--- config.mk ---
export PLATFORM = sky130hd
export DESIGN_NAME = pipeline_sequencer
export DESIGN_NICKNAME = d
export VERILOG_FILES = /design/src/rtl/pipeline_sequencer_pkg.sv /design/src/rtl/pipeline_sequencer_instr_counter.sv /design/src/rtl/pipeline_sequencer.sv
export SDC_FILE = /design/constraint.sdc
export NUM_CORES = 1
export LEC_CHECK = 0
export CAP_MARGIN = 40
export CORE_UTILIZATION = 39
export DETAILED_ROUTE_END_ITERATION = 7
export GPL_ROUTABILITY_DRIVEN = 0
export HOLD_SLACK_MARGIN = 0.05
export PLACE_DENSITY_LB_ADDON = 0.15
export SYNTH_ARGS = -nofsm -noshare
export SYNTH_HDL_FRONTEND = slang
export SYNTH_SLANG_ARGS = --single-unit
--- constraint.sdc ---
create_clock -name clk -period 1.73 [get_ports clk]
set_input_delay 0.346 -clock clk [delete_from_list [all_inputs] [get_ports clk]]
set_output_delay 0.346 -clock clk [all_outputs]
set_load 0.02 [all_outputs]
--- src/rtl/pipeline_sequencer_pkg.sv ---
// pipeline_sequencer_pkg
//   Shared encodings for the AVR-subset CPU control path (the package form of
//   defines.vh): stage codes, opcode-type codes and the field widths used by
//   pipeline_sequencer and signal_generation_unit.
//   Helper: is_two_cycle_mem() flags the types whose MEM stage moves a
//   16-bit PC through the stack and therefore needs a second MEM cycle.
package pipeline_sequencer_pkg;

  // Field widths
  localparam int STAGE_COUNT  = 3;
  localparam int OPCODE_COUNT = 5;
  localparam int GROUP_COUNT  = 4;

  // Stage codes
  localparam logic [STAGE_COUNT-1:0] STAGE_IF  = 3'd0;
  localparam logic [STAGE_COUNT-1:0] STAGE_ID  = 3'd1;
  localparam logic [STAGE_COUNT-1:0] STAGE_EX  = 3'd2;
  localparam logic [STAGE_COUNT-1:0] STAGE_MEM = 3'd3;
  localparam logic [STAGE_COUNT-1:0] STAGE_WB  = 3'd4;

  // Opcode type codes
  localparam logic [OPCODE_COUNT-1:0] TYPE_NOP   = 5'd0;
  localparam logic [OPCODE_COUNT-1:0] TYPE_MOV   = 5'd1;
  localparam logic [OPCODE_COUNT-1:0] TYPE_ADD   = 5'd2;
  localparam logic [OPCODE_COUNT-1:0] TYPE_LD    = 5'd3;
  localparam logic [OPCODE_COUNT-1:0] TYPE_ST    = 5'd4;
  localparam logic [OPCODE_COUNT-1:0] TYPE_RJMP  = 5'd5;
  localparam logic [OPCODE_COUNT-1:0] TYPE_RCALL = 5'd6;
  localparam logic [OPCODE_COUNT-1:0] TYPE_RET   = 5'd7;

  function automatic logic is_two_cycle_mem(input logic [OPCODE_COUNT-1:0] op);
    return (op == TYPE_RET) || (op == TYPE_RCALL);
  endfunction

endpackage

--- src/rtl/pipeline_sequencer_instr_counter.sv ---
// instr_counter
//   Wrapping retired-instruction counter (all-ones rolls to 0, no saturation).
//   Ports:
//     clk     - rising-edge clock
//     reset   - synchronous active-high reset, clears the count
//     i_en    - increment enable (one pulse per retired instruction)
//     o_count - current count, CNT_WIDTH bits
module instr_counter #(
  parameter int CNT_WIDTH = 16
) (
  input  logic                 clk,
  input  logic                 reset,
  input  logic                 i_en,
  output logic [CNT_WIDTH-1:0] o_count
);

  logic [CNT_WIDTH-1:0] r_count;

  always_ff @(posedge clk) begin
    if (reset)     r_count <= '0;
    else if (i_en) r_count <= r_count + 1'b1;
  end

  assign o_count = r_count;

endmodule

--- src/rtl/pipeline_sequencer.sv ---
// pipeline_sequencer
//   Steps each instruction through IF -> ID -> EX -> MEM -> WB and back to IF.
//   RET/RCALL hold MEM for a second cycle (cycle_count 0 then 1). Supports a
//   level-sensitive stall and counts retired instructions.
//   Configuration: define SEQUENCER_STALL_EN to honour `stall`; otherwise the
//   port is present but ignored and instr_done fires in every WB cycle.
//   Ports:
//     clk            - rising-edge clock
//     reset          - synchronous active-high reset
//     stall          - freeze request from memory/IO wait logic
//     opcode_type    - decoded instruction type (sampled in MEM cycle 0)
//     opcode_group   - decoded group flags (carried, not used for sequencing)
//     pipeline_stage - current stage code
//     cycle_count    - sub-cycle index within the stage
//     instr_done     - pulse in the final non-stalled WB cycle
//     instr_retired  - count of completed instructions
module pipeline_sequencer
  import pipeline_sequencer_pkg::*;
#(
  parameter int CNT_WIDTH = 16
) (
  input  logic                    clk,
  input  logic                    reset,
  input  logic                    stall,
  input  logic [OPCODE_COUNT-1:0] opcode_type,
  input  logic [GROUP_COUNT-1:0]  opcode_group,
  output logic [STAGE_COUNT-1:0]  pipeline_stage,
  output logic                    cycle_count,
  output logic                    instr_done,
  output logic [CNT_WIDTH-1:0]    instr_retired
);

  logic [STAGE_COUNT-1:0] r_stage, w_stage_n;
  logic                   r_cyc,   w_cyc_n;
  logic                   w_stall;

`ifdef SEQUENCER_STALL_EN
  assign w_stall = stall;
  logic w_unused_ok;
  assign w_unused_ok = ^opcode_group;
`else
  assign w_stall = 1'b0;
  logic w_unused_ok;
  assign w_unused_ok = ^{opcode_group, stall};
`endif

  always_comb begin
    w_stage_n = r_stage;
    w_cyc_n   = r_cyc;
    if (!w_stall) begin
      case (r_stage)
        STAGE_IF: w_stage_n = STAGE_ID;
        STAGE_ID: w_stage_n = STAGE_EX;
        STAGE_EX: begin
          w_stage_n = STAGE_MEM;
          w_cyc_n   = 1'b0;
        end
        STAGE_MEM: begin
          // Only MEM cycle 0 looks at the opcode; from cycle 1 the exit to
          // WB is already committed.
          if (!r_cyc && is_two_cycle_mem(opcode_type)) begin
            w_cyc_n = 1'b1;
          end else begin
            w_stage_n = STAGE_WB;
            w_cyc_n   = 1'b0;
          end
        end
        STAGE_WB: begin
          w_stage_n = STAGE_IF;
          w_cyc_n   = 1'b0;
        end
        default: begin
          w_stage_n = STAGE_IF;
          w_cyc_n   = 1'b0;
        end
      endcase
    end
  end

  always_ff @(posedge clk) begin
    if (reset) begin
      r_stage <= STAGE_IF;
      r_cyc   <= 1'b0;
    end else begin
      r_stage <= w_stage_n;
      r_cyc   <= w_cyc_n;
    end
  end

  assign pipeline_stage = r_stage;
  assign cycle_count    = r_cyc;
  assign instr_done     = (r_stage == STAGE_WB) && !w_stall;

  instr_counter #(.CNT_WIDTH(CNT_WIDTH)) u_instr_counter (
    .clk     (clk),
    .reset   (reset),
    .i_en    (instr_done),
    .o_count (instr_retired)
  );

endmodule

After elaboration in Yosys (flattened, before gate mapping)
Cells that the tools add are included.

cells by class
  eq/ne operators = 7
  reductions and logical operators = 5
  bitwise logic cells = 0
  shift-type cells = 0
  $add $sub $neg = 1
  mux-type cells = 4
  div/mod/pow operators = 0
  magnitude comparators = 0
  multiply operators = 0

operator list
  operator               number
  $add 16x1->16 const B  1
  $pmux 3 s4             1
  $eq 5x3->1 const B     2
  $eq 3x2->1 const B     2
  $eq 3x1->1 const B     1
  $eq 3x3->1 const B     1
  $logic_not 3->1        1
  $mux 3                 1
  $ne 2x2->1 const B     1
  $pmux 1 s2             1
  $reduce_or 2->1        1
  $logic_and 1x1->1      1
  $logic_not 1->1        1
  $logic_or 1x1->1       1
  $mux 1                 1

word-level totals
  bits in writable memories = 0
  register bits = 20
  memory bits (read-only) = 0
  memories kept = 0
  output and inout port bits = 21
  latch bits = 0
  input bits = 12

Depth between registers and ports, before layout
  depth after elaboration = 5
  mapped depth = 5
  depth with buffers taken out = 5

Cells and area by module
Synthesis repeated with hierarchy kept, for this count alone.

second synthesis, totals
  cells, all modules = 100
  area total of the unflattened synthesis = 925.9 µm²

by module, submodules not included
  module              area each (µm²)  times used  cells each
  instr_counter       757.0            1           83
  pipeline_sequencer  168.9            1           17

Worst setup path after synthesis
OpenSTA, ideal clock, no wires.

  kind = reg-to-reg
  start point = register r_stage[2] (netlist: pipeline_stage[2])
  end point = register u_instr_counter.r_count[15] (netlist: u_instr_counter.o_count[15])
  buffers on the path = 0
  cell stages (with the launch flop) = 6
  arrival = 1.798 ns
  setup slack = -0.188 ns
  cell sequence = dfxtp_1 or3b_4 clkinv_8 nand4_1 nor4_1 mux2_2

on the way
  word-level cells in the longest chain between the ends = 1

RTL lines
  what                      RTL line                                RTL
  start: declaration        pipeline_sequencer.sv:33                logic [STAGE_COUNT-1:0] r_stage, w_stage_n;
  start signal: assignment  pipeline_sequencer.sv:85                r_stage <= w_stage_n;
  $eq 3x3->1                pipeline_sequencer.sv:92                assign instr_done = (r_stage == STAGE_WB) && !w_stall;
  net instr_done            pipeline_sequencer.sv:29                output logic instr_done,
  end signal: assignment    pipeline_sequencer_instr_counter.sv:21  else if (i_en) r_count <= r_count + 1'b1;
  end: declaration          pipeline_sequencer_instr_counter.sv:17  logic [CNT_WIDTH-1:0] r_count;

The timed path passes the listed nets, and every way through them passes these cells.
A chain may end at the register's enable or synchronous reset.

Worst setup path in the final report
  start point = register r_stage[2] (netlist: pipeline_stage[2])
  end point = register u_instr_counter.r_count[13] (netlist: u_instr_counter.o_count[13])

on the way
  word-level cells in the longest chain between the ends = 1

RTL lines
  what        RTL line
  $eq 3x3->1  pipeline_sequencer.sv:92

Every way passes these cells.

==> results.txt <==
----------------------------------------------------
[Status]
  Status ... completed

[STA]
  Worst slew margin relative to its limit ... between 70% and 80%
  Max-slew violations ... 0
  Clk_skew ... 8.44 ps
  Top achievable clock speed ... 587 MHz
  Setup violators final ... 0
  Actual slew at the worst max-slew pin ... 386 ps
  Worst hold slack ... around 520 ps
  Clock period minus final worst setup slack ... between 1500 and 2000 ps
  Final Hold Viols ... 0
  Share of the clock period used by the worst path ... a little over nine tenths
  RSZ-0062 raised after global routing ... yes

[Synth]
  Number of synthesized flops with an enable pin ... 0
  Post-Synthesis Mean Instance Area ... ~9 um2
  Sequential-to-total area share from yosys stat ... between 40 and 50%
  Synthesized net count ... about 120
  Main combinational cell family by area after synthesis ... simple AND/OR/NAND/NOR gates
  Post-synthesis cell area ... roughly 900 um2
  Post-synthesis xor/xnor area fraction ... a little under 8%
  Post-Synthesis Cells ... between 100 and 150
  Proportion of synthesized flip-flops having asynchronous set or reset ... 0%
  Total of flip-flops plus latches after synthesis ... 20
  Adder and majority cell fraction of the synthesized area ... around 1.4%
  Syn. warnings ... 0
  Post-synthesis simple-gate area fraction ... about a third
  Netlist cell types ... 29
  Multiplexer area fraction after synthesis ... under 10%
  Compound-cell area share of the yosys netlist ... 6.72%
  Main flop type after synthesis ... dfxtp_1

[Finish]
  Final cell count without fillers ... between 150 and 200
  Commonest cells after routing, fill and taps aside ... 15 x nor2_1, 15 x clkdlybuf4s50_1, 15 x buf_4
  Fill count ... between 200 and 250
  Synthesis-to-finish area growth ... 53.1%
  Final nets ... 160
  ANT cells ... 0
  Proportion of layout cells with a drive suffix above 1 ... 27.4%
  Final non-filler cell area ... 0.00140 mm2

[Setup path]
  Crit path max-delay cell type ... or3b_4
  Maximum cell stage delay along the critical path ... 410 ps
  Critical Path Fanout Max ... 4
  Startpoint kind of the worst setup timing path ... register
  Worst Path Buf+Inv ... 2
  Worst endpoint data arrival time ... around 1900 ps
  Cell chain of the critical path ... or3b_4, clkinv_8, nand4_1, buf_4, nor3_2, mux2_4
  Critical path endpoint category ... register
  Required time reported for the critical path endpoint ... 1930 ps
  Critical path class ... register to register
  Largest delay share family, worst path ... simple AND/OR/NAND/NOR gates

[Worst hold path]
  Min-Delay Path Class ... register to register

[Floorplanning]
  Core Footprint ... 0.00221 mm2
  Starting Density ... roughly two fifths
  Width of the chip ... 50.4 um
  Row count ... 17
  Die outline height ... 50.4 um
  Die area ... 0.00254 mm2
  Count of boundary I/O pins ... 33

[Route]
  Number of DRC violations after detailed routing ... 0
  Routed wire per std cell ... between 10 and 15 um
  Post-detailed-routing wire length ... 1990 um
  Vias per std cell ... 5.09
  Starting DRC count in detailed routing ... 14
  Number of nets still failing antenna checks after routing ... 0
  Number of detailed-route iterations in the first pass ... 4
  Via Count ... between 800 and 900

[Power and ir drop]
  Net switching power figure ... between 0.15 and 0.2 mW
  Maximum vdd ir drop ... 0.518 mV
  Switching share of power ... between 20% and 30%
  Clock network fraction of design power ... between 20% and 30%
  Internal power contribution ... between 0.5 and 0.6 mW
  Relative contribution of combinational cells to total power ... 9.0%
  Part of the total power dissipated in sequential elements ... between 60% and 70%
  Static Leak ... approximately 0.64 nW
  Pwr per Cell Area ... roughly 550 mW/mm2

[Placed design]
  Area after detailed placement ... 0.00131 mm2
  Detailed placer's ending HPWL ... ~1500 um
  Port-buffer cells ... 26
  Count of placed standard cells including taps ... 167

[Global route]
  All-Layer GR Usage ... between 10% and 20%
  Pin count of the biggest net entering global routing ... 12
  First-pass GRT wire length ... approximately 3700 um
  Antenna violations before repair ... 0
  Total global routing overflow ... 0
  Number of global-route vias before repair ... 873

[Clocking]
  Clock tree from TritonCTS ... yes
  Clock buffer count from CTS ... 3
  Max Buffers Root-to-Sink ... 2
  H-tree levels ... 1
  Worst-Skew Late Latency ... 300 ps
  Hold buffers post-CTS ... 0
  Clock root buffer ... clkbuf_4
  TritonCTS sink count ... 20
  Clock transition at path regs ... 110 ps

[Job]
  Max-capacitance violation count ... 0

----------------------------------------------------
[cells in the mapped netlist, types with 3 or more instances]
library cell | instances | share of area, %
nor2_1 | 15 | 6.2
o21ai_0 | 3 | 1.6
nor3_1 | 3 | 1.6
nor4_1 | 3 | 2.1
inv_1 | 3 | 1.2
nand3_1 | 5 | 2.7
a21oi_1 | 5 | 2.7
clkbuf_1 | 3 | 1.2
nand2_1 | 8 | 3.3
mux2_2 | 3 | 3.7
nor2b_1 | 4 | 2.7
nand4_1 | 4 | 2.7
xor2_1 | 4 | 3.8
dfxtp_1 | 20 | 44
xnor2_1 | 4 | 3.8
[tightest hold or removal path, stage by stage (launching register included)]
cell and delay [ps]:
dfxtp_1 350, o31ai_1 70, a21oi_1 60
[stage by stage]
stage | utilization (%) | setup TNS, ps | setup WS (ps) | total power [mW]
detailed placement | 59.0 | -39.4 | -17.9 | 0.551
global placement | 59.0 | -43.3 | -38.8 | 0.550
floorplan | - | -98.9 | -98.9 | 0.510
CTS | 60.9 | 0 | 4.69 | 0.782
global route | 63.1 | -74.9 | -38.1 | 0.811
finish | 63.1 | 0 | 26.8 | 0.766
[timing repair]
item | in CTS | in global routing
setup buffers | 1 | 2
setup endpoints to repair | 9 | 11
pin swaps | 3 | 2
resized for setup | 12 | 11
[power by group through the flow]
stage / combinational, mW / clock, mW / sequential (mW)
after global routing: 0.0750 / 0.265 / 0.470
after CTS: 0.0688 / 0.244 / 0.469
after detailed placement: 0.0714 / 0 / 0.480
after floorplan: 0.0190 / 0 / 0.491
final: 0.0685 / 0.228 / 0.469
after global placement: 0.0704 / 0 / 0.480
[layout make-up]
class | count | area [um2] | area share, %
Clock buffer | 4 | 26.3 | 1.88
Inverter | 4 | 27.5 | 1.97
Multi-Input combinational cell | 76 | 507 | 36.3
Sequential cell | 20 | 412 | 29.5
Tap cell | 28 | 35.0 | 2.51
Timing Repair Buffer | 42 | 389 | 27.9
[worst paths after layout]
kind                                     from  slack [ps]                           to  cells past startpoint
setup / recovery            pipeline_stage[2]          30  u_instr_counter.o_count[13]                      6
hold / removal    u_instr_counter.o_count[14]         520  u_instr_counter.o_count[14]                      2
setup reg to reg            pipeline_stage[2]          30  u_instr_counter.o_count[13]                      6
hold reg to reg   u_instr_counter.o_count[14]         520  u_instr_counter.o_count[14]                      2
[flip-flops by register name (all words and copies together), names as in the netlist]
signal and flops:
cycle_count 1, pipeline_stage 3, u_instr_counter.o_count 16
[routing by layer]
layer	part of all wire [%]	global-route usage, %	wire length [um]	vias up
met2	52	33.6	1030	9
met1	45	22.5	888	426
li1	-	-	-	448
met3	2.9	3.64	57	2
met4	0.70	6.94	14	0
met5	0	0	0	-
[logic make-up after synthesis]
logic type                 count (synthesis)
AOI/OAI and AO/OA                         11
xor gates and xnor gates                   8
adders and majority gates                  1
buffers and inverters                      7
DFF                                       20
muxes                                      3
and+or+nand+nor                           53
No activity file was read; power rests on OpenSTA's default activity.
